[config.mk]
export PLATFORM = sky130hd
export DESIGN_NAME = cla_64_adder_flat
export DESIGN_NICKNAME = d
export VERILOG_FILES = /design/src/rtl/cla_64_adder_if.sv /design/src/rtl/cla_64_adder.sv /design/src/flat_wrapper.sv
export SDC_FILE = /design/constraint.sdc
export NUM_CORES = 1
export LEC_CHECK = 0
export BUFFER_PORTS_ARGS = -buffer_cell sky130_fd_sc_hd__buf_2
export CAP_MARGIN = 20
export CORE_ASPECT_RATIO = 1.1
export CORE_MARGIN = 4
export CORE_UTILIZATION = 53
export CTS_CLUSTER_SIZE = 30
export DETAILED_ROUTE_END_ITERATION = 10
export PLACE_DENSITY = 0.95
export SYNTH_ARGS = -nofsm -noshare
export SYNTH_HDL_FRONTEND = slang
export SYNTH_SLANG_ARGS = --single-unit
[constraint.sdc]
create_clock -name clk -period 4.8 [get_ports clk]
set_input_delay 0.48 -clock clk [delete_from_list [all_inputs] [get_ports clk]]
set_output_delay 0.48 -clock clk [all_outputs]
set_load 0.02 [all_outputs]
[src/rtl/cla_64_adder_if.sv]
// Operand/result bundle for the 64-bit look-ahead adder.
// The master drives the operands and the slave (the adder) returns registered results.
interface cla_64_adder_if;
  logic [63:0] a;
  logic [63:0] b;
  logic        cin;
  logic [63:0] sum;
  logic        cout;
  logic        gout;
  logic        pout;

  modport master (output a, b, cin, input sum, cout, gout, pout);
  modport slave  (input a, b, cin, output sum, cout, gout, pout);
endinterface

[src/rtl/cla_64_adder.sv]
// 64-bit three-level carry look-ahead adder (4-bit cells, 16-bit and 64-bit groups).
// The sum, carry-out and top-level group G/P are captured in an output register.
module cla_64_adder (
  input  logic           clk,
  input  logic           rst,
  cla_64_adder_if.slave  bus
);

  // Carries into positions 0..3 of a 4-wide look-ahead block; position 0 is ci itself.
  function automatic logic [3:0] la_carry(input logic [2:0] g, input logic [2:0] p,
                                          input logic ci);
    logic [3:0] c;
    c[0] = ci;
    c[1] = g[0] | (p[0] & ci);
    c[2] = g[1] | (p[1] & g[0]) | (p[1] & p[0] & ci);
    c[3] = g[2] | (p[2] & g[1]) | (p[2] & p[1] & g[0]) | (p[2] & p[1] & p[0] & ci);
    return c;
  endfunction

  // Group {P, G} of a 4-wide block.
  function automatic logic [1:0] la_gp(input logic [3:0] g, input logic [3:0] p);
    logic gg;
    logic pp;
    gg = g[3] | (p[3] & g[2]) | (p[3] & p[2] & g[1]) | (p[3] & p[2] & p[1] & g[0]);
    pp = &p;
    return {pp, gg};
  endfunction

  logic [63:0] bit_g;
  logic [63:0] bit_p;
  logic [63:0] bit_c;
  logic [15:0] cell_g;
  logic [15:0] cell_p;
  logic [15:0] cell_cin;
  logic [3:0]  grp_g;
  logic [3:0]  grp_p;
  logic [3:0]  grp_cin;
  logic        top_g;
  logic        top_p;

  logic [63:0] sum_next;
  logic        cout_next;
  logic [63:0] sum_reg;
  logic        cout_reg;
  logic        gout_reg;
  logic        pout_reg;

  assign bit_g = bus.a & bus.b;
  assign bit_p = bus.a ^ bus.b;

  genvar gi;

  // 4-bit cells: G/P depend only on the operands, carries come down from the 16-bit level.
  generate
    for (gi = 0; gi < 16; gi++) begin : g_cell
      assign {cell_p[gi], cell_g[gi]} = la_gp(bit_g[4*gi +: 4], bit_p[4*gi +: 4]);
      assign bit_c[4*gi +: 4] = la_carry(bit_g[4*gi +: 3], bit_p[4*gi +: 3], cell_cin[gi]);
    end
  endgenerate

  generate
    for (gi = 0; gi < 4; gi++) begin : g_grp16
      assign {grp_p[gi], grp_g[gi]} = la_gp(cell_g[4*gi +: 4], cell_p[4*gi +: 4]);
      assign cell_cin[4*gi +: 4] = la_carry(cell_g[4*gi +: 3], cell_p[4*gi +: 3], grp_cin[gi]);
    end
  endgenerate

  // Top level resolves c16/c32/c48 directly from cin; no ripple between groups.
  assign {top_p, top_g} = la_gp(grp_g, grp_p);
  assign grp_cin        = la_carry(grp_g[2:0], grp_p[2:0], bus.cin);

  assign sum_next  = bit_p ^ bit_c;
  assign cout_next = top_g | (top_p & bus.cin);

  always_ff @(posedge clk or posedge rst) begin
    if (rst) begin
      sum_reg  <= 64'd0;
      cout_reg <= 1'b0;
      gout_reg <= 1'b0;
      pout_reg <= 1'b0;
    end else begin
      sum_reg  <= sum_next;
      cout_reg <= cout_next;
      gout_reg <= top_g;
      pout_reg <= top_p;
    end
  end

  assign bus.sum  = sum_reg;
  assign bus.cout = cout_reg;
  assign bus.gout = gout_reg;
  assign bus.pout = pout_reg;

endmodule

[src/flat_wrapper.sv]
// flat-port wrapper written by rule: the top's interface ports become plain ports
module cla_64_adder_flat 
  (clk, rst, bus_a, bus_b, bus_cin, bus_sum, bus_cout, bus_gout, bus_pout);
  cla_64_adder_if bus_i ();
  input  logic clk;
  input  logic rst;
  input wire logic [$bits(bus_i.a)-1:0] bus_a;
  input wire logic [$bits(bus_i.b)-1:0] bus_b;
  input wire logic [$bits(bus_i.cin)-1:0] bus_cin;
  output wire logic [$bits(bus_i.sum)-1:0] bus_sum;
  output wire logic [$bits(bus_i.cout)-1:0] bus_cout;
  output wire logic [$bits(bus_i.gout)-1:0] bus_gout;
  output wire logic [$bits(bus_i.pout)-1:0] bus_pout;
  assign bus_i.a = bus_a;
  assign bus_i.b = bus_b;
  assign bus_i.cin = bus_cin;
  assign bus_sum = bus_i.sum;
  assign bus_cout = bus_i.cout;
  assign bus_gout = bus_i.gout;
  assign bus_pout = bus_i.pout;
  cla_64_adder u_core (.clk(clk), .rst(rst), .bus(bus_i));
endmodule
### After elaboration in Yosys (flattened, before gate mapping)

Index checks and enable logic that the tools add are counted.

| operators by class | value |
|---|---|
| bitwise logic cells | 488 |
| reduce and logical (&&, ||, !) cells | 21 |

Operator list:

| kind | count |
|---|---|
| bitwise AND 1 bit | 295 |
| OR 1 bit | 190 |
| XOR 64 bit | 2 |
| bitwise AND 64 bit | 1 |
| AND reduction 16 bit | 4 |
| AND reduction 4 bit | 16 |
| AND reduction 64 bit | 1 |

| storage, ports and cells | value |
|---|---|
| register bits | 67 |
| word-level logic and storage cells | 513 |

### Longest topological paths before layout

| depth | value |
|---|---|
| word-level depth | 18 |
| mapped depth | 11 |

### Worst setup path after synthesis

OpenSTA, ideal clock, no wires.

| path | value |
|---|---|
| kind | input to register |
| from | input bus_b[17] |
| to | register u_core.sum_reg[45], in the netlist u_core.bus.sum[45] |
| path buffers | 0 |
| data required time | 4.673 ns |
| arrival | 2.723 ns |
| setup slack | 1.950 ns |
| cell stages on the path | 9 |
| setup time | 0.127 ns |
| cell sequence | ha_1 > a21oi_2 > o21ai_2 > a221oi_2 > o21a_4 > a211oi_4 > or3_2 > fa_1 > xor2_1 |

| between the ends | value |
|---|---|
| longest elaborated chain between the ends | 13 |
| elaborated cells between the ends (all ways) | 20 |

RTL lines:

| item | RTL line | source |
|---|---|---|
| start: declaration | flat_wrapper.sv:8 | `input wire logic [$bits(bus_i.b)-1:0] bus_b;` |
| bitwise AND 64 bit or XOR 64 bit (tied branches) | cla_64_adder.sv:48, cla_64_adder.sv:49 |  |
| bitwise AND 1 bit | cla_64_adder.sv:24 | `gg = g[3] \| (p[3] & g[2]) \| (p[3] & p[2] & g[1]) \| (p[3] & p[2] & p[1] & g[0]);` |
| OR 1 bit or bitwise AND 1 bit (tied branches) | cla_64_adder.sv:24 |  |
| OR 1 bit | cla_64_adder.sv:24 |  |
| bitwise AND 1 bit | cla_64_adder.sv:24 |  |
| OR 1 bit | cla_64_adder.sv:24 |  |
| OR 1 bit | cla_64_adder.sv:15 | `c[2] = g[1] \| (p[1] & g[0]) \| (p[1] & p[0] & ci);` |
| OR 1 bit (*) | cla_64_adder.sv:15 |  |
| bitwise AND 1 bit (*) | cla_64_adder.sv:16 | `c[3] = g[2] \| (p[2] & g[1]) \| (p[2] & p[1] & g[0]) \| (p[2] & p[1] & p[0] & ci);` |
| OR 1 bit (*) | cla_64_adder.sv:16 |  |
| bitwise AND 1 bit (*) | cla_64_adder.sv:14 | `c[1] = g[0] \| (p[0] & ci);` |
| OR 1 bit (*) | cla_64_adder.sv:14 |  |
| XOR 64 bit (*) | cla_64_adder.sv:72 | `assign sum_next = bit_p ^ bit_c;` |
| named net u_core.sum_next[45] | cla_64_adder.sv:41 | `logic [63:0] sum_next;` |
| end signal: assignment | cla_64_adder.sv:82 | `sum_reg <= sum_next;` |
| end: declaration | cla_64_adder.sv:43 | `logic [63:0] sum_reg;` |

The timed path passes the listed nets; every way through them passes the cells marked *.

### Worst setup path after layout

| path | value |
|---|---|
| from | input bus_b[45] |
| to | register u_core.sum_reg[57], in the netlist u_core.bus.sum[57] |

| between the ends | value |
|---|---|
| longest elaborated chain between the ends | 15 |
| elaborated cells between the ends (all ways) | 30 |

RTL lines:

| item | RTL line |
|---|---|
| bitwise AND 64 bit or XOR 64 bit (tied branches) | cla_64_adder.sv:48, cla_64_adder.sv:49 |
| bitwise AND 1 bit | cla_64_adder.sv:24 |
| OR 1 bit or bitwise AND 1 bit (tied branches) | cla_64_adder.sv:24 |
| OR 1 bit (4 in a row) | cla_64_adder.sv:24 |
| OR 1 bit (2 in a row) | cla_64_adder.sv:16 |
| OR 1 bit (*) | cla_64_adder.sv:16 |
| bitwise AND 1 bit (*) | cla_64_adder.sv:15 |
| OR 1 bit (*) | cla_64_adder.sv:15 |
| bitwise AND 1 bit (*) | cla_64_adder.sv:14 |
| OR 1 bit (*) | cla_64_adder.sv:14 |
| XOR 64 bit (*) | cla_64_adder.sv:72 |
| named net u_core.sum_next[57] | cla_64_adder.sv:41 |

Marks and branches as above.

==> metrics <==
status complete, no violations; Switch Pwr 0.772 mW; Tcrit/Tclk final 60.3%; Seq/Total Area, Yosys 32.5%; HP Class in -> reg; total congestion overflow after global routing 0; Routed Wire Length 14.8 mm; Area after DPL 6300 um^2; final setup TNS 0 ps; Pleak 3.18 nW; crit path cell chain buf_2 -> ha_1 -> a21oi_1 -> o21ai_0 -> nor4_1 -> a21o_1 -> o21ai_1 -> or2_1 -> fa_1 -> xor2_1; Min Hold Slack 391 ps; chip width 102 um; 1st-iter DRT viols 229; # setup viols final 0; # DRC 0; Final nets 922; Setup crit start kind input port; Final WS setup 1910 ps; hold buffer count at cts 0; Final ANT Viol Nets 0; Pwr Density 306 nW/um^2; Resize count post-CTS 0; Rows 37; Max stage delay on crit path 500 ps; H-tree levels 3; WS Path Type in -> reg; max cap viols 0; WP buf/inv 1; clock sink count 67; TritonCTS clock tree done; Slew Limit Fails 0; EDFF count, synth 0; switching part of the total 38.9%; total power 1.98 mW; Area Growth Syn to Fin 25.6%; die area 11,400 um^2; CP Max Fanout 5; drt pass-1 iters 5; Final min period 2890 ps; WL/cell 17.8 um; Top Usage Layer GRT met2; initial antenna violation count 0; Worst Path Arrival 3110 ps; Finished Cell Area 6480 um^2; via count 4,878; slew margin rel. 42.2%; # diodes 0; slew at the pin closest to its max-slew limit 866 ps; Global Route Usage Sum 26.1%; Max Root-Sink Buffers 2; Largest register FFs 64; synthesis warning total 0; vias per cell 5.86; Flop pwr share 36.0%; GR met1 Demand/Resource 31.1%; Initial Utilization 54.7%; vias in the first global route 5,216; number of distinct library cells after synthesis 79; largest net degree at the start of global routing 68; first-pass GRT wire length 24.2 mm; crit path capture type flip-flop; Placer Congestion 0.891; Core Box Area 9440 um^2; P_int 1.21 mW; Seq cells post-synth 67; unrepaired setup endpoints after global routing false; Synth Instances 502; met2 GRT Util 46.7%; share of layout cells above drive strength 1 35.8%; GR Layer Usage met3 4.70%; share of flip-flops with an asynchronous set or reset 100%; Combinational Power Share 41.8%; IO Pins 198; CTS root buf clkbuf_8; final hold vios 0; fmax 346 MHz; worst slack at placement 1600 ps; synthesized cell area 5160 um^2; Peak supply drop 0.157 mV; Post-DP HPWL 12.0 mm; port buffer count 197; Die Y 112 um; syn_nets 713; WP data required 5020 ps; delay-heaviest family, CP compound AO/OA/AOI/OAI gates; syn avg cell area 10.3 um^2; Clock power frac 22.2%; Slowest cell on crit path nor4_1; prevailing post-synth register cell dfrtp_1; Post-CTS Setup Repair Bufs 0; TritonCTS Buffers 9; Reg clk slew, reported paths 80 ps
[logic make-up (layout without fill, tap and decap cells)]
family	count (synthesis)	after routing	share of synthesized area (%)
buffers and inverters	31	245	2.30
and+or+nand+nor	138	138	15.2
AOI/OAI and AO/OA	150	150	22.2
adders and majority gates	80	80	21.7
DFF	67	67	32.5
xor gates and xnor gates	36	36	6.10
[per-layer routing]
| metal | wire length [um] | part of all wire [%] |
|---|---|---|
| met1 | 5600 | 38 |
| met2 | 7780 | 52 |
| met3 | 1180 | 7.9 |
| met4 | 282 | 1.9 |
| met5 | 0 | 0 |
[path summary, 6_finish.rpt]
kind / cells past startpoint / to / from
min in group asynchronous: 3 / u_core.bus.sum[24] / rst
max: 10 / u_core.bus.sum[57] / bus_b[45]
min: 2 / u_core.bus.cout / bus_cin
max in group asynchronous: 3 / u_core.bus.sum[62] / rst
[cell type report]
type | count | area (um^2)
fillers | 732 | 2960
flip-flops and latches | 67 | 1680
clock buffers | 12 | 155
clock inverters | 4 | 25.0
multi-input cells | 404 | 3370
inverters | 31 | 119
repair buffers | 198 | 993
well taps | 117 | 146
[cells in the mapped netlist (all sizes together), types with 5 or more instances]
cell type / n / area share [%]
nand2: 30 / 2.2
nor3: 14 / 1.6
nor4: 6 / 0.85
nand4: 15 / 2.4
inv: 31 / 2.3
dfrtp: 67 / 32
o311ai: 6 / 1.2
fa: 16 / 6.2
o21ai: 32 / 3.6
nand3: 14 / 1.5
o211ai: 5 / 0.82
ha: 64 / 16
a21o: 14 / 2.0
xor2: 20 / 3.4
a31oi: 8 / 1.1
a211oi: 10 / 2.2
a21oi: 40 / 4.1
nor2: 22 / 1.7
nand2b: 5 / 0.61
xnor2: 16 / 2.7
[power by group through the flow]
stage                     registers, mW  logic [mW]  clock network [mW]
after floorplan                   0.881       0.370                   0
after global placement            0.720       0.788                   0
after detailed placement          0.724       0.822                   0
after CTS                         0.714       0.826               0.444
after global routing              0.723       0.901               0.473
final                             0.713       0.829               0.441
[per-stage QoR]
step                      std cells  utilization [%]
after floorplan                 502                -
after global placement          817             66.8
after detailed placement        817             66.8
after CTS                       833             68.7
after global routing            833             68.7
final                           833             68.7
[cell usage in the layout (no fill, tap or decap), types with 3 or more instances in the layout]
| master | netlist | layout |
|---|---|---|
| nor4_1 | 5 | 5 |
| a21oi_2 | 3 | 3 |
| a21o_1 | 14 | 14 |
| a31oi_1 | 7 | 7 |
| ha_1 | 64 | 64 |
| o21ai_1 | 5 | 5 |
| nand2b_1 | 5 | 5 |
| a21oi_1 | 37 | 37 |
| and2_1 | 4 | 4 |
| o211ai_1 | 4 | 4 |
| clkbuf_8 | 0 | 11 |
| xnor2_1 | 16 | 16 |
| dfrtp_1 | 67 | 67 |
| o21ai_0 | 22 | 22 |
| xor2_1 | 20 | 20 |
| nor2_1 | 21 | 21 |
| o21ai_2 | 4 | 4 |
| nand3b_1 | 4 | 4 |
| buf_2 | 0 | 197 |
| nand2_1 | 30 | 30 |
| inv_1 | 29 | 28 |
| nor2b_1 | 4 | 4 |
| nand3_1 | 13 | 13 |
| fa_1 | 16 | 16 |
| o311ai_1 | 4 | 4 |
| a211oi_1 | 4 | 4 |
| nor3_1 | 13 | 13 |
| nand4_1 | 13 | 13 |
| a211oi_2 | 5 | 5 |
| and3_1 | 4 | 4 |
Note: power is estimated with default switching activity, not from simulation.
